==> config.mk <==
export PLATFORM = sky130hd
export DESIGN_NAME = npc_unit
export DESIGN_NICKNAME = d
export VERILOG_FILES = /design/src/rtl/npc_unit.sv
export SDC_FILE = /design/constraint.sdc
export NUM_CORES = 1
export LEC_CHECK = 0
export CORE_MARGIN = 1.5
export CORE_UTILIZATION = 52
export DETAILED_ROUTE_END_ITERATION = 10
export GPL_TIMING_DRIVEN = 1
export PLACE_DENSITY_LB_ADDON = 0.2
export SETUP_SLACK_MARGIN = 0.02
export SYNTH_ARGS = -nofsm -noshare
export SYNTH_HDL_FRONTEND = slang
export SYNTH_SLANG_ARGS = --single-unit
==> constraint.sdc <==
create_clock -name clk -period 6.5 [get_ports clk]
set_clock_uncertainty 0.15 [all_clocks]
set_input_delay 1.3 -clock clk [delete_from_list [all_inputs] [get_ports clk]]
set_output_delay 1.3 -clock clk [all_outputs]
set_load 0.1 [all_outputs]
==> src/rtl/npc_unit.sv <==
// npc_unit: fetch PC register and next-PC selection with one delay slot and back-pressure buffering
`ifndef CmpOut_LEN
`define CmpOut_LEN 2
`define CmpOut_Less 2'd0
`define CmpOut_Eq 2'd1
`define CmpOut_Greater 2'd2
`endif

module npc_unit #(
    parameter logic [31:0] RESET_PC = 32'h0000_3000,
    parameter logic [31:0] PC_STEP  = 32'd4
) (
    input  logic                   clk,
    input  logic                   rst_n,
    input  logic                   stall,
    input  logic                   imem_ready,
    input  logic [2:0]             br_type,
    input  logic [31:0]            d_pc,
    input  logic [15:0]            imm16,
    input  logic [25:0]            instr_index,
    input  logic [31:0]            jr_target,
    input  logic [`CmpOut_LEN-1:0] cmp_out,
    input  logic                   cmp_gez,
    output logic [31:0]            f_pc,
    output logic [31:0]            link_addr,
    output logic                   redirect,
    output logic                   pending
);
    typedef enum logic {IDLE, PENDING} state_t;
    state_t      state, state_next;
    logic [31:0] buf_tgt, buf_next, pc_next, pc4, target;
    logic        taken, advance, capture;

    assign link_addr = d_pc + 32'd8;
    assign pending   = state == PENDING;
    assign redirect  = state == IDLE && taken;
    assign advance   = !stall && imem_ready;
    assign capture   = state == IDLE && !stall && !imem_ready && redirect;

    // resolve whether the transfer in D is taken and where it goes
    always_comb begin
        pc4    = d_pc + 32'd4;
        taken  = br_type == 3'd1 ? cmp_out == `CmpOut_Eq :
                 br_type == 3'd2 ? cmp_out != `CmpOut_Eq :
                 br_type == 3'd3 ? cmp_gez :
                 br_type == 3'd4 ? !cmp_gez :
                 br_type == 3'd5 || br_type == 3'd6;
        target = br_type == 3'd5 ? {pc4[31:28], instr_index, 2'b00} :
                 br_type == 3'd6 ? jr_target :
                 pc4 + {{14{imm16[15]}}, imm16, 2'b00};
    end

    // state register, PC and redirect buffer
    always_ff @(posedge clk or negedge rst_n) begin
        if (!rst_n) begin
            state   <= IDLE;
            f_pc    <= RESET_PC;
            buf_tgt <= 32'd0;
        end else begin
            state   <= state_next;
            f_pc    <= pc_next;
            buf_tgt <= buf_next;
        end
    end

    // park a redirect that arrives while imem refuses the delay slot, release it on acceptance
    always_comb begin
        state_next = state;
        if (capture) state_next = PENDING;
        if (state == PENDING && advance) state_next = IDLE;
    end

    // next fetch address and buffer contents
    always_comb begin
        pc_next  = !advance ? f_pc :
                   state == PENDING ? buf_tgt :
                   redirect ? target : f_pc + PC_STEP;
        buf_next = capture ? target : buf_tgt;
    end
endmodule

==> metrics.md <==
| Metric | Value |
|---|---|
| Status | `finished, final reports clean` |
| Hold WC Path Type | `flop to flop` |
| Crit-path cells | `clkdlybuf4s50_1 > ha_1 > inv_1 > or3_1 > nor2_1 > and3_1 > nand2_1 > nor2_1 > nand2_1 > xnor2_1 > ha_1 > a21oi_1 > o21ai_1 > a211oi_1 > nor2_1 > nand4bb_1 > a21o_1 > and4_1 > or4_1 > a21oi_1` |
| Top Usage Layer GRT | `met2` |
| Crit share post-route | `around nine tenths` |
| Antenna cells | `0` |
| Post-synth top flop | `dfrtp_1` |
| Core box area | `12570 um^2` |
| P_leak | `3.606 nW` |
| R2r setup slk | `around 3.7 ns` |
| Crit path depth | `20` |
| Sum of negative setup slack | `0 ns` |
| Post-Route WL | `around 20000 um` |
| WS Path Type | `input pin to flop` |
| Tmin final | `roughly 5.8 ns` |
| Max_slew headroom | `about a third` |
| Asr flop ratio synth | `between 90% and 100%` |
| Placed cells | `1206` |
| CTS buffer count | `9` |
| Share of cells above drive strength 1 | `under 10%` |
| Number of synthesized register bits | `65` |
| Critical path launch point | `d_pc[3]` |
| Final Hold Viols | `0` |
| Post-synth design cell area | `around 6700 um^2` |
| Gr usage total | `between 20% and 30%` |
| Drt pass-1 iters | `5` |
| Max clock buf depth | `2` |
| Mapped Cells | `between 800 and 900` |
| CTS tree | `yes` |
| Grt ovf | `0` |
| GR Layer Usage met2 | `50.35%` |
| Clock Pin Slew Worst Setup and Hold Paths | `0.05 ns` |
| Worst R2R End | `buf_tgt[26]$_DFFE_PN0P_` |
| Synth warnings | `0` |
| CP top delay family | `simple AND/OR/NAND/NOR gates` |
| Launch point of the worst reg-to-reg path | `pending$_DFFE_PN0P_` |
| Post-CTS Setup Repair Bufs | `0` |
| CP endpoint kind | `flop` |
| DRC viols | `0` |
| Buf/Inv on CP | `2` |
| First-pass GRT wire length | `around 32000 um` |
| Worst EP arrival | `between 5 and 6 ns` |
| Final ANT Viol Nets | `0` |
| Met1 Use GR | `39.81%` |
| Most used cell, CP | `nor2_1` |
| Vias | `around 7000` |
| Unique masters post-synth | `67` |
| Nets | `roughly 1200` |
| Skew-Pair Late Insertion Delay | `0.33 ns` |
| EDFF count, synth | `0` |
| Post-CTS Hold Fix Bufs | `0` |
| 1st-iter DRT viols | `~560` |
| Worst setup path end | `f_pc[31]$_DFFE_PN0P_` |
| Area growth syn-to-layout | `31.76%` |
| # resized after CTS | `0` |
| Clock root buffer | `clkbuf_16` |
| Initial antenna violation count | `0` |
| CP max stage cell | `clkdlybuf4s50_1` |
| Power per standard cell area | `291.9 nW/um^2` |
| Final Max Tran Viols | `0` |
| Initial Util | `a little over half` |
| Slew at the pin closest to its max-slew limit | `about 1.0 ns` |
| Die area | `approximately 14000 um^2` |
| F_max | `approximately 170 MHz` |
| Setup violators final | `0` |
| Pin count of the biggest net entering global routing | `66` |
| Synth Net Count | `approximately 1100` |
| Die span in x | `116.2 um` |
| # port buffers | `around 180` |
| M3 GR Usage | `approximately 4.0%` |
| Placer Congestion | `about 0.95` |
| Chip height | `about 120 um` |
| Vias in the first global route | `6545` |
| Wirelength per Cell | `approximately 16 um` |
| IO Count | `around 180` |
| MaxCap Viol Count | `0` |
| RSZ-0062 raised after global routing | `false` |
| Required @ worst endpoint | `about 6.6 ns` |
| Final cell count without fillers | `1222` |
| Largest vdd supply drop | `roughly 130 uV` |
| Critical path peak fanout | `7` |
| H-tree depth | `3` |
| Post-synthesis sequential area ratio | `approximately a quarter` |
| Clock tree sinks | `between 60 and 70` |
| Rows | `~40` |
| Post-DP HPWL | `about 15000 um` |
| Slowest stage delay, CP | `just over 0.6 ns` |
| Worst r2r path cells | `6` |
| CP Launch Type | `input pin` |
| Vias per cell | `between 5 and 6` |
| Synthesized area per cell | `around 7.4 um^2` |
[layer usage]
metal	part of all wire, %	vias to the layer above
met5	0	-
met4	2.3	0
met3	6.1	39
met2	47	287
met1	44	3231
li1	-	3536
[worst register-to-register path: cells and delay by family, from the launching register on]
kind / cells / cell delay, ns
AND/OR/NAND/NOR: 3 / 1.25
buffers and inverters: 2 / 0.87
AO/OA/AOI/OAI: 1 / 0.08
flip-flops: 1 / 0.37
[how the worst min path moves through the flow]
stage | endpoint | cells after the start | startpoint
6_report | buf_tgt[14]$_DFFE_PN0P_ | 2 | buf_tgt[14]$_DFFE_PN0P_
5_1_grt | buf_tgt[20]$_DFFE_PN0P_ | 2 | buf_tgt[20]$_DFFE_PN0P_
4_1_cts | buf_tgt[17]$_DFFE_PN0P_ | 2 | buf_tgt[17]$_DFFE_PN0P_
3_5_place_dp | buf_tgt[17]$_DFFE_PN0P_ | 2 | buf_tgt[17]$_DFFE_PN0P_
3_3_place_gp | buf_tgt[19]$_DFFE_PN0P_ | 2 | buf_tgt[19]$_DFFE_PN0P_
2_1_floorplan | buf_tgt[17]$_DFFE_PN0P_ | 2 | buf_tgt[17]$_DFFE_PN0P_
[through the flow]
step	total power [mW]	instance area, um^2	util (%)	hold WS [ns]	worst slack (ns)
after floorplan	1.677	6666	-	0.2908	0.6683
final	2.564	8783	69.89	0.3212	0.6706
after global placement	2.047	8483	67.50	0.3035	0.5110
after detailed placement	2.069	8483	67.50	0.3111	0.3773
after CTS	2.559	8783	69.89	0.3231	0.7075
after global routing	2.691	8783	69.89	0.3404	0.3550
[report_power, final]
part / switching, mW / internal, mW / total, mW
sequential: 0.144 / 0.544 / 0.687
combinational: 0.966 / 0.425 / 1.39
clock: 0.169 / 0.316 / 0.486
[state kept, by name (all words and copies together) (netlist names)]
signal and cells:
buf_tgt 32, f_pc 32, pending 1
[layout by cell type, fill, tap and decap left out, types with 11 or more instances in the layout]
master             n
clkdlybuf4s50_1  157
nand2_1          131
o21ai_0           87
a21oi_1           76
nor2_1            65
dfrtp_1           63
xnor2_1           60
nand3_1           39
ha_1              36
xor2_1            34
buf_4             32
inv_1             22
o211ai_1          19
a211oi_1          18
and3_1            16
nand4_1           13
o31ai_1           13
nor3_1            11
[cells in the mapped netlist, types with 7 or more instances]
library cell	n	area share, %
dfrtp_1	63	24
o22ai_1	10	0.94
nand2_1	131	7.4
o31ai_1	13	1.5
nand3_1	39	2.9
a21oi_1	76	5.7
xnor2_1	60	7.9
a211oi_1	18	2.0
a21o_1	10	1.1
nand2b_1	9	0.84
inv_1	22	1.2
xor2_1	34	4.5
nor3_1	11	0.83
ha_1	36	6.8
and3_1	16	1.5
o21ai_0	87	6.5
clkbuf_1	44	2.5
nor2_1	65	3.7
or3_1	7	0.66
o211ai_1	19	2.1
nand4_1	13	1.2
[cell type report]
| type | instances | area [um^2] |
|---|---|---|
| timing repair buffer | 191 | 1837 |
| inverter | 22 | 82.58 |
| tap | 172 | 215.2 |
| clock inverter | 3 | 40.04 |
| multi-input combinational | 756 | 4720 |
| fill | 1089 | 3785 |
| clock buffer | 13 | 260.3 |
| sequential | 65 | 1629 |
[kinds of logic (layout without fill, tap and decap cells)]
family / count (synthesis) / count (layout) / synth area share [%]
fa+ha+maj: 37 / 37 / 7.057
buf+inv: 77 / 229 / 4.805
xor+xnor: 94 / 94 / 12.35
flops: 65 / 65 / 24.44
mux: 5 / 5 / 0.7508
compound gates: 288 / 288 / 26.78
simple gates: 332 / 332 / 23.82
No activity file was read; power rests on OpenSTA's default activity.
